<file path="src/rtl/maze_tick_pkg.sv">
// rtl/maze_tick_pkg.sv - shared state, config record and divider helpers for the maze tick scheduler
package maze_tick_pkg;

  typedef enum logic [1:0] {
    ST_IDLE  = 2'b00,
    ST_RUN   = 2'b01,
    ST_PAUSE = 2'b10
  } sched_state_t;

  localparam int CFG_CH_MAX_W     = 8;
  localparam int CFG_PERIOD_MAX_W = 32;

  typedef struct packed {
    logic [CFG_CH_MAX_W-1:0]     ch;
    logic [CFG_PERIOD_MAX_W-1:0] period;
  } cfg_req_t;

  function automatic int calc_div(input int clk_hz, input int base_hz);
    return clk_hz / base_hz;
  endfunction

  function automatic bit div_ok(input int clk_hz, input int base_hz);
    return (base_hz > 0) && (clk_hz % base_hz == 0) && (clk_hz / base_hz >= 2);
  endfunction

endpackage

</file>
<file path="src/rtl/tick_prescaler.sv">
// rtl/tick_prescaler.sv - shared base-tick prescaler, counts 0..DIV-1 while enabled
module tick_prescaler #(
  parameter int DIV = 10
) (
  input  logic clk,
  input  logic rst,
  input  logic en,
  input  logic clr,
  output logic strobe
);

  localparam int PRE_W = $clog2(DIV);
  localparam logic [PRE_W-1:0] LAST = PRE_W'(DIV - 1);

  logic [PRE_W-1:0] pre;

  always_ff @(posedge clk or posedge rst) begin
    if (rst) begin
      pre <= '0;
    end else if (clr) begin
      pre <= '0;
    end else if (en) begin
      pre <= (pre == LAST) ? '0 : pre + PRE_W'(1);
    end
  end

  assign strobe = en && (pre == LAST);

endmodule

</file>
<file path="src/rtl/maze_tick_sched.sv">
// rtl/maze_tick_sched.sv - maze game timing scheduler: one prescaler, N_CH programmable tick channels
module maze_tick_sched
  import maze_tick_pkg::*;
#(
  parameter int CLK_HZ   = 100000000,
  parameter int BASE_HZ  = 1000,
  parameter int N_CH     = 4,
  parameter int PERIOD_W = 16
) (
  input  logic                         clk,
  input  logic                         rst,
  input  logic                         run,
  input  logic                         restart,
  input  logic                         cfg_valid,
  output logic                         cfg_ready,
  input  logic [$clog2(N_CH+1)-1:0]    cfg_ch,
  input  logic [PERIOD_W-1:0]          cfg_period,
  output logic                         base_tick,
  output logic [N_CH-1:0]              tick,
  output logic [1:0]                   state
);

  localparam int DIV = calc_div(CLK_HZ, BASE_HZ);

  if (!div_ok(CLK_HZ, BASE_HZ)) begin : g_bad_div
    $error("CLK_HZ / BASE_HZ must be an integer of at least 2");
  end
  if (PERIOD_W > CFG_PERIOD_MAX_W || $clog2(N_CH + 1) > CFG_CH_MAX_W) begin : g_bad_width
    $error("channel or period width exceeds the config record");
  end

  sched_state_t     st;
  logic             strobe;
  logic             ready_q;
  logic             base_q;
  cfg_req_t         pend;
  logic             accept;
  logic             commit;
  logic [N_CH-1:0]  commit_hit;

  // An empty pending slot is exactly what cfg_ready advertises.
  assign accept = cfg_valid && ready_q && !restart;
  assign commit = !ready_q && !restart && ((st != ST_RUN) || strobe);

  always_ff @(posedge clk or posedge rst) begin
    if (rst) begin
      st <= ST_IDLE;
    end else if (restart) begin
      st <= ST_IDLE;
    end else begin
      case (st)
        ST_IDLE:  if (run)  st <= ST_RUN;
        ST_RUN:   if (!run) st <= ST_PAUSE;
        ST_PAUSE: if (run)  st <= ST_RUN;
        default:            st <= ST_IDLE;
      endcase
    end
  end

  tick_prescaler #(
    .DIV (DIV)
  ) u_prescaler (
    .clk    (clk),
    .rst    (rst),
    .en     (st == ST_RUN),
    .clr    (restart),
    .strobe (strobe)
  );

  always_ff @(posedge clk or posedge rst) begin
    if (rst) begin
      ready_q <= 1'b1;
      pend    <= '0;
    end else if (restart) begin
      ready_q <= 1'b1;
    end else if (accept) begin
      ready_q     <= 1'b0;
      pend.ch     <= CFG_CH_MAX_W'(cfg_ch);
      pend.period <= CFG_PERIOD_MAX_W'(cfg_period);
    end else if (commit) begin
      ready_q <= 1'b1;
    end
  end

  always_ff @(posedge clk or posedge rst) begin
    if (rst) begin
      base_q <= 1'b0;
    end else begin
      base_q <= strobe && !restart;
    end
  end

  // Out-of-range channel numbers match no channel, so the commit is a no-op.
  always_comb begin
    commit_hit = '0;
    for (int i = 0; i < N_CH; i++) begin
      if (commit && (int'(pend.ch) == i)) commit_hit[i] = 1'b1;
    end
  end

  for (genvar i = 0; i < N_CH; i++) begin : g_ch
    logic [PERIOD_W-1:0] period;
    logic [PERIOD_W-1:0] cnt;
    logic                pulse;

    always_ff @(posedge clk or posedge rst) begin
      if (rst) begin
        period <= '0;
        cnt    <= '0;
        pulse  <= 1'b0;
      end else begin
        pulse <= 1'b0;
        if (restart) begin
          cnt <= '0;
        end else if (commit_hit[i]) begin
          period <= PERIOD_W'(pend.period);
          cnt    <= '0;
        end else if (strobe && (period != '0)) begin
          if (cnt == period - PERIOD_W'(1)) begin
            cnt   <= '0;
            pulse <= 1'b1;
          end else begin
            cnt <= cnt + PERIOD_W'(1);
          end
        end
      end
    end

    assign tick[i] = pulse;
  end

  assign cfg_ready = ready_q;
  assign base_tick = base_q;
  assign state     = st;

endmodule

</file>
<file path="config.mk">
export PLATFORM = sky130hd
export DESIGN_NAME = maze_tick_sched
export DESIGN_NICKNAME = d
export VERILOG_FILES = /design/src/rtl/maze_tick_pkg.sv /design/src/rtl/tick_prescaler.sv /design/src/rtl/maze_tick_sched.sv
export SDC_FILE = /design/constraint.sdc
export NUM_CORES = 1
export LEC_CHECK = 0
export ABC_AREA = 1
export CELL_PAD_IN_SITES_DETAIL_PLACEMENT = 1
export CELL_PAD_IN_SITES_GLOBAL_PLACEMENT = 2
export CORE_MARGIN = 8
export CORE_UTILIZATION = 32
export CTS_BUF_LIST = sky130_fd_sc_hd__clkbuf_16
export DETAILED_ROUTE_END_ITERATION = 10
export GPL_TIMING_DRIVEN = 0
export PLACE_DENSITY = 0.77
export RECOVER_POWER = 100
export SYNTH_ARGS = -nofsm -noshare
export SYNTH_HDL_FRONTEND = slang
export SYNTH_SLANG_ARGS = --single-unit
</file>
<file path="constraint.sdc">
create_clock -name clk -period 5.7 [get_ports clk]
set_input_delay 0.855 -clock clk [delete_from_list [all_inputs] [get_ports clk]]
set_output_delay 0.855 -clock clk [all_outputs]
set_load 0.1 [all_outputs]
</file>
# After elaboration in Yosys (flattened, before gate mapping)
# Cells that the tools add are included.
[classes]
add_sub_neg = 9
n_mul = 0
div = 0
n_lt_le_gt_ge = 0
n_eq_ne = 13
n_shift = 0
n_mux = 46
bitwise_logic = 1
reduce_logical = 36
[op_table]
columns = ["op", "count"]
rows = [
  ["2-to-1 mux 16 bit", 16],
  ["adder 16 x 1 -> 16 bit (second input constant)", 4],
  ["== test 16 bit", 4],
  ["nonzero test 16 bit", 4],
  ["subtractor 16 x 1 -> 16 bit (second input constant)", 4],
  ["2-to-1 mux 17 bit", 3],
  ["2-to-1 mux 1 bit", 23],
  ["adder 17 x 1 -> 17 bit (second input constant)", 1],
  ["== test 17 bit (second input constant)", 1],
  ["nonzero test 3 bit", 5],
  ["logical AND 1 bit", 14],
  ["AND reduction 2 bit", 6],
  ["logical NOT 8 bit", 1],
  ["== test 3 bit (second input constant)", 2],
  ["2-to-1 mux 2 bit", 3],
  ["one-hot mux 2 bit (2 select lines)", 1],
  ["== test 3 x 2 -> 1 bit (second input constant)", 1],
  ["inequality test 3 x 1 -> 1 bit (second input constant)", 1],
  ["inequality test 3 bit (second input constant)", 1],
  ["== test 2 x 1 -> 1 bit (second input constant)", 1],
  ["== test 2 bit (second input constant)", 1],
  ["logical NOT 1 bit", 2],
  ["logical NOT 2 bit", 1],
  ["inequality test 2 x 1 -> 1 bit (second input constant)", 1],
  ["4 further kinds", 4],
]
[totals]
register_bits = 172
latch_bits = 0
ramBits = 0
rom_bits = 0
in_bits = 24
out_inout_bits = 8
elab_cells = 123
mem_count = 0

# Longest topological paths before layout
[depth]
ltp_word = 8
ltp_mapped = 15
mapped_depth_nobuf = 15

# Cells and area by module
# A second synthesis with hierarchy kept.
[unflattened]
cells_unflattened = 1757
area_unflattened_um2 = 11755.0
[by_module_without_submodules]
columns = ["module", "instances", "cells_each", "area_each_um2", "seq_area_each_um2"]
rows = [
  ["maze_tick_sched", 1, 1594, 10646.5, 3880.0],
  ["tick_prescaler", 1, 163, 1108.6, 425.4],
]

# Worst setup path after synthesis
# OpenSTA, ideal clock, no wires.
[synth_timing]
path_kind = "register -> register"
start = "register st[0], in the netlist state[0]"
end = "register g_ch[0].cnt[0]"
setup_ns = 0.066
arrival_ns = 2.287
required_ns = 5.634
path_slack_ns = 3.347
path_stages_with_launch = 10
n_path_buf = 1
period_less_slack_ns = 2.353
cell_sequence = "dfrtp_1 > inv_1 > nor2_1 > nand2_4 > nand3_4 > nand2_2 > inv_2 > clkbuf_1 > nand3_1 > nand2_1"
[synth_via]
elab_chain_cells = 8
word_cells_on_any_way = 11
cone_classes = "eq/ne: 2; mux: 3; reduce/logical: 6"
[synth_lines]
columns = ["element", "line_no", "source"]
rows = [
  ["from (decl)", "maze_tick_sched.sv:32", "sched_state_t st;"],
  ["from (signal assigned)", "maze_tick_sched.sv:47", "st <= ST_IDLE;"],
  ["from (signal assigned)", "maze_tick_sched.sv:49", "st <= ST_IDLE;"],
  ["from (signal assigned)", "maze_tick_sched.sv:52", "ST_IDLE: if (run) st <= ST_RUN;"],
  ["== test 2 x 1 -> 1 bit", "maze_tick_sched.sv:65", ".en (st == ST_RUN),"],
  ["logical AND 1 bit", "tick_prescaler.sv:27", "assign strobe = en && (pre == LAST);"],
  ["logical OR 1 bit", "maze_tick_sched.sv:43", "assign commit = !ready_q && !restart && ((st != ST_RUN) || strobe);"],
  ["logical AND 1 bit", "maze_tick_sched.sv:43", ""],
  ["logical AND 1 bit", "maze_tick_sched.sv:97", "if (commit && (int'(pend.ch) == i)) commit_hit[i] = 1'b1;"],
  ["2-to-1 mux 1 bit", "maze_tick_sched.sv:97", ""],
  ["2-to-1 mux 16 bit", "maze_tick_sched.sv:115", "end else if (commit_hit[i]) begin"],
  ["2-to-1 mux 16 bit", "maze_tick_sched.sv:113", "if (restart) begin"],
  ["to (signal assigned)", "maze_tick_sched.sv:123", "cnt <= cnt + PERIOD_W'(1);"],
  ["to (decl)", "maze_tick_sched.sv:103", "logic [PERIOD_W-1:0] cnt;"],
]
# Parallel ways exist; a longest one is shown, timed or not.
# A chain may end at the register's enable or synchronous reset.

==> impl_metrics.yaml <==
setup_path:
  crit_type: "in -> async"
  path_delay_family: "buffers and inverters"
  ff2ff_setup_slack_ns: 2.56
  path_cells: "dlygate4sd3_1 > clkinvlp_2"
  cp-start-kind: "input pin"
  cpPeakStageDelay_ns: 1.87
  timing.rr.end: "g_ch[0].cnt[8]"
  slowest_stage: "clkinvlp_2"
  worstPathArrival_ns: 3.36
  r2r_start: "u_prescaler.pre[0]"
  r2r_cells: 15
  cp.required_ns: 5.70
  path_max_fanout: 69
  cp_num_buf_inv: 2
  endpoint_kind: "asynchronous set/reset pin"
routing:
  vias: 10600
  wl_per_cell_um: 15.7
  drt_wl_total_um: 34900
  viasPerCell: 4.76
  dr.pass1.iters: 4
  first_iter_violations: 406
  drcViolationCount: 0
  ant_nets: 0
floorplanning:
  rows: 70
  core_area_um2: 36300
  ios: 32
  initial_core_util_pct: 32.1
  die_w_um: 207
  die_y_um: 207
  dieArea_um2: 42800
sta:
  slew_viol_final: 69
  hold_ws_ns: 0.510
  rsz0062_at_grt: "no"
  slew-limit-headroom_pct: -125
  clock_skew_ns: 0.00998
  finalHoldViolCount: 0
  period_share_pct: 59.0
  max_freq_mhz: 298
  finalSetupViolCount: 0
  worst_pin_slew_ns: 3.36
  finalCriticalPeriod_ns: 3.36
grt:
  grt_pass1_wl_um: 59000
  first_global_vias: 11400
  antenna_found_initial: 0
  grt_usage_pct: 17.3
  grt_max_degree: 105
  overflow: 0
clock_network:
  insertion_delay_ns: 0.45
  clock_sinks: 172
  h-tree-depth: 4
  cts_buffers: 17
  clockBufferDepth: 2
  post-cts-setup-buffer-count: 0
  cts_resized: 0
  cts_tree: "done"
  cts_hold_repair.buffers: 0
  cts-root-buf: "clkbuf_16"
  path_clk_slew_ns: 0.07
synth:
  synth_seq_cells: 172
  synth_nets: 1734
  netlist_area_um2: 11600
  synth.distinct_cells: 42
  syn_avg_cell_area_um2: 6.85
  yosysWarnings: 0
  synthCells: 1701
  synth-seq-area-share_pct: 37.0
run:
  cap_violations: 1
final_layout:
  fillers: 4712
  area.growth.synth_to_final_pct: 11.8
  drive_gt1_share_pct: 6.35
  fin_cells: 2231
  multi_input_area_um2: 6250
  fin_util_pct: 35.9
  num_antenna_cells: 0
  ff_latch_area_um2: 4310
  fin_nets: 1785
placement:
  gp_congestion: 0.816
  dp_hpwl_um: 26700
  post-place-cells: 2201
  numPortBuffers: 31
power:
  p_leak_nw: 6.21
  max-vdd-ir-drop_v: 0.000254
  design_power_total_w: 0.00495
  powerDensity_nw_per_um2: 380
hold_path:
  min-delay-start: "g_ch[0].period[1]"
  min_to: "g_ch[0].period[1]"
  hold_depth: 2
  hp-class: "reg -> reg"
run_status:
  violations: "capacitance limit, slew limit"
  status: "finished, violations left"
-- final cells by class --
cell class / count / share of cell area (%)
multi-input combinational: 1290 / 48.0
sequential: 172 / 33.1
inverter: 191 / 5.52
tap: 468 / 4.50
clock buffer: 17 / 3.27
timing repair buffer: 32 / 2.59
buffer: 48 / 1.92
clock inverter: 13 / 1.11
-- kinds of logic (layout without fill, tap and decap cells) --
kind of cell             count (synthesis)  in the layout  share of synthesized area [%]
AND/OR/NAND/NOR                       1035           1035                           39.3
buffers and inverters                  239            301                           8.53
flip-flops                             172            172                           37.0
AO/OA/AOI/OAI                          142            142                           6.38
XOR/XNOR                               103            103                           7.75
adder cells (fa/ha/maj)                  9              9                          0.967
multiplexers                             1              1                         0.0967
-- per-stage QoR --
stage / setup TNS (ns) / worst slack (ns) / area [um^2]
5_1_grt: 0 / 1.77 / 13000
4_1_cts: 0 / 2.63 / 13100
2_1_floorplan: 0 / 0.187 / 11600
3_5_place_dp: 0 / 2.49 / 12600
3_3_place_gp: -444.19 / -2.62 / 12500
6_report: 0 / 2.34 / 13000
-- placed cells by master, fill, tap and decap left out, drive strengths merged, types with 2 or more instances in the layout --
| cell type | synthesis | layout |
|---|---|---|
| or2 | 6 | 6 |
| nand3b | 17 | 17 |
| clkinv | 1 | 7 |
| o21bai | 4 | 4 |
| nor3 | 33 | 33 |
| nor3b | 4 | 4 |
| xor2 | 74 | 74 |
| nand4 | 24 | 24 |
| bufinv | 0 | 2 |
| nor2 | 255 | 255 |
| dlygate4sd3 | 0 | 10 |
| and3 | 2 | 2 |
| nor4 | 8 | 8 |
| buf | 26 | 18 |
| clkdlybuf4s50 | 0 | 21 |
| and2 | 2 | 2 |
| clkbuf | 22 | 48 |
| dfrtp | 171 | 171 |
| ha | 9 | 9 |
| o22ai | 7 | 7 |
| nand3 | 144 | 144 |
| a21oi | 23 | 23 |
| nand2 | 540 | 540 |
| o21ai | 103 | 103 |
| clkinvlp | 0 | 4 |
| inv | 190 | 191 |
| xnor2 | 29 | 29 |
-- worst max path at each step --
stage	endpoint	cells past startpoint	from	slack [ns]
floorplan	base_tick	1	rst	0.19
global placement	g_ch[1].cnt[13]	2	rst	-2.62
detailed placement	pend[4]	6	restart	2.49
CTS	cfg_ready	1	cfg_ready	2.63
global route	g_ch[1].pulse	2	rst	1.77
finish	g_ch[1].pulse	2	rst	2.34
-- synth_stat cells (all sizes together) --
cell type  instances  area share, %
a211oi             1          0.064
a21oi             23           0.99
a31o               1          0.075
a31oi              1          0.054
and2               2           0.11
and3               2           0.11
buf               26            1.6
clkbuf            22           0.73
clkinv             1          0.032
dfrtp            171             37
dfstp              1           0.23
ha                 9           0.97
inv              190            6.1
mux2               1          0.097
nand2            540             18
nand3            144            7.1
nand3b            17            1.1
nand4             24            1.3
nor2             255            9.2
nor3              33            1.6
nor3b              4           0.26
nor4               8           0.43
o211ai             1          0.064
o21ai            103            4.4
o21bai             4           0.26
o221ai             1          0.075
o22ai              7           0.38
or2                6           0.32
xnor2             29            2.2
xor2              74            5.6
-- report_power, final --
group / internal (W) / switching (W) / total, W / leakage (nW)
Clock: 0.000644 / 0.000548 / 0.00119 / 0.270
Sequential: 0.00142 / 0.000257 / 0.00168 / 2.27
Combinational: 0.000736 / 0.00135 / 0.00208 / 3.67
Total: 0.00280 / 0.00215 / 0.00495 / 6.21
-- sequential cells by signal, indices dropped and copies added (netlist names) --
register         flops
base_tick            1
cfg_ready            1
g_ch.cnt            64
g_ch.period         64
g_ch.pulse           4
pend                19
state                2
u_prescaler.pre     17
-- per-layer routing --
layer,GRT usage (%),up-vias,routed length [um]
met1,22.6,5054,17100
met3,2.25,33,874
met2,29.6,89,16500
met4,4.72,0,538
met5,0,-,0
li1,-,5444,-
(Power assumes the default switching activity.)
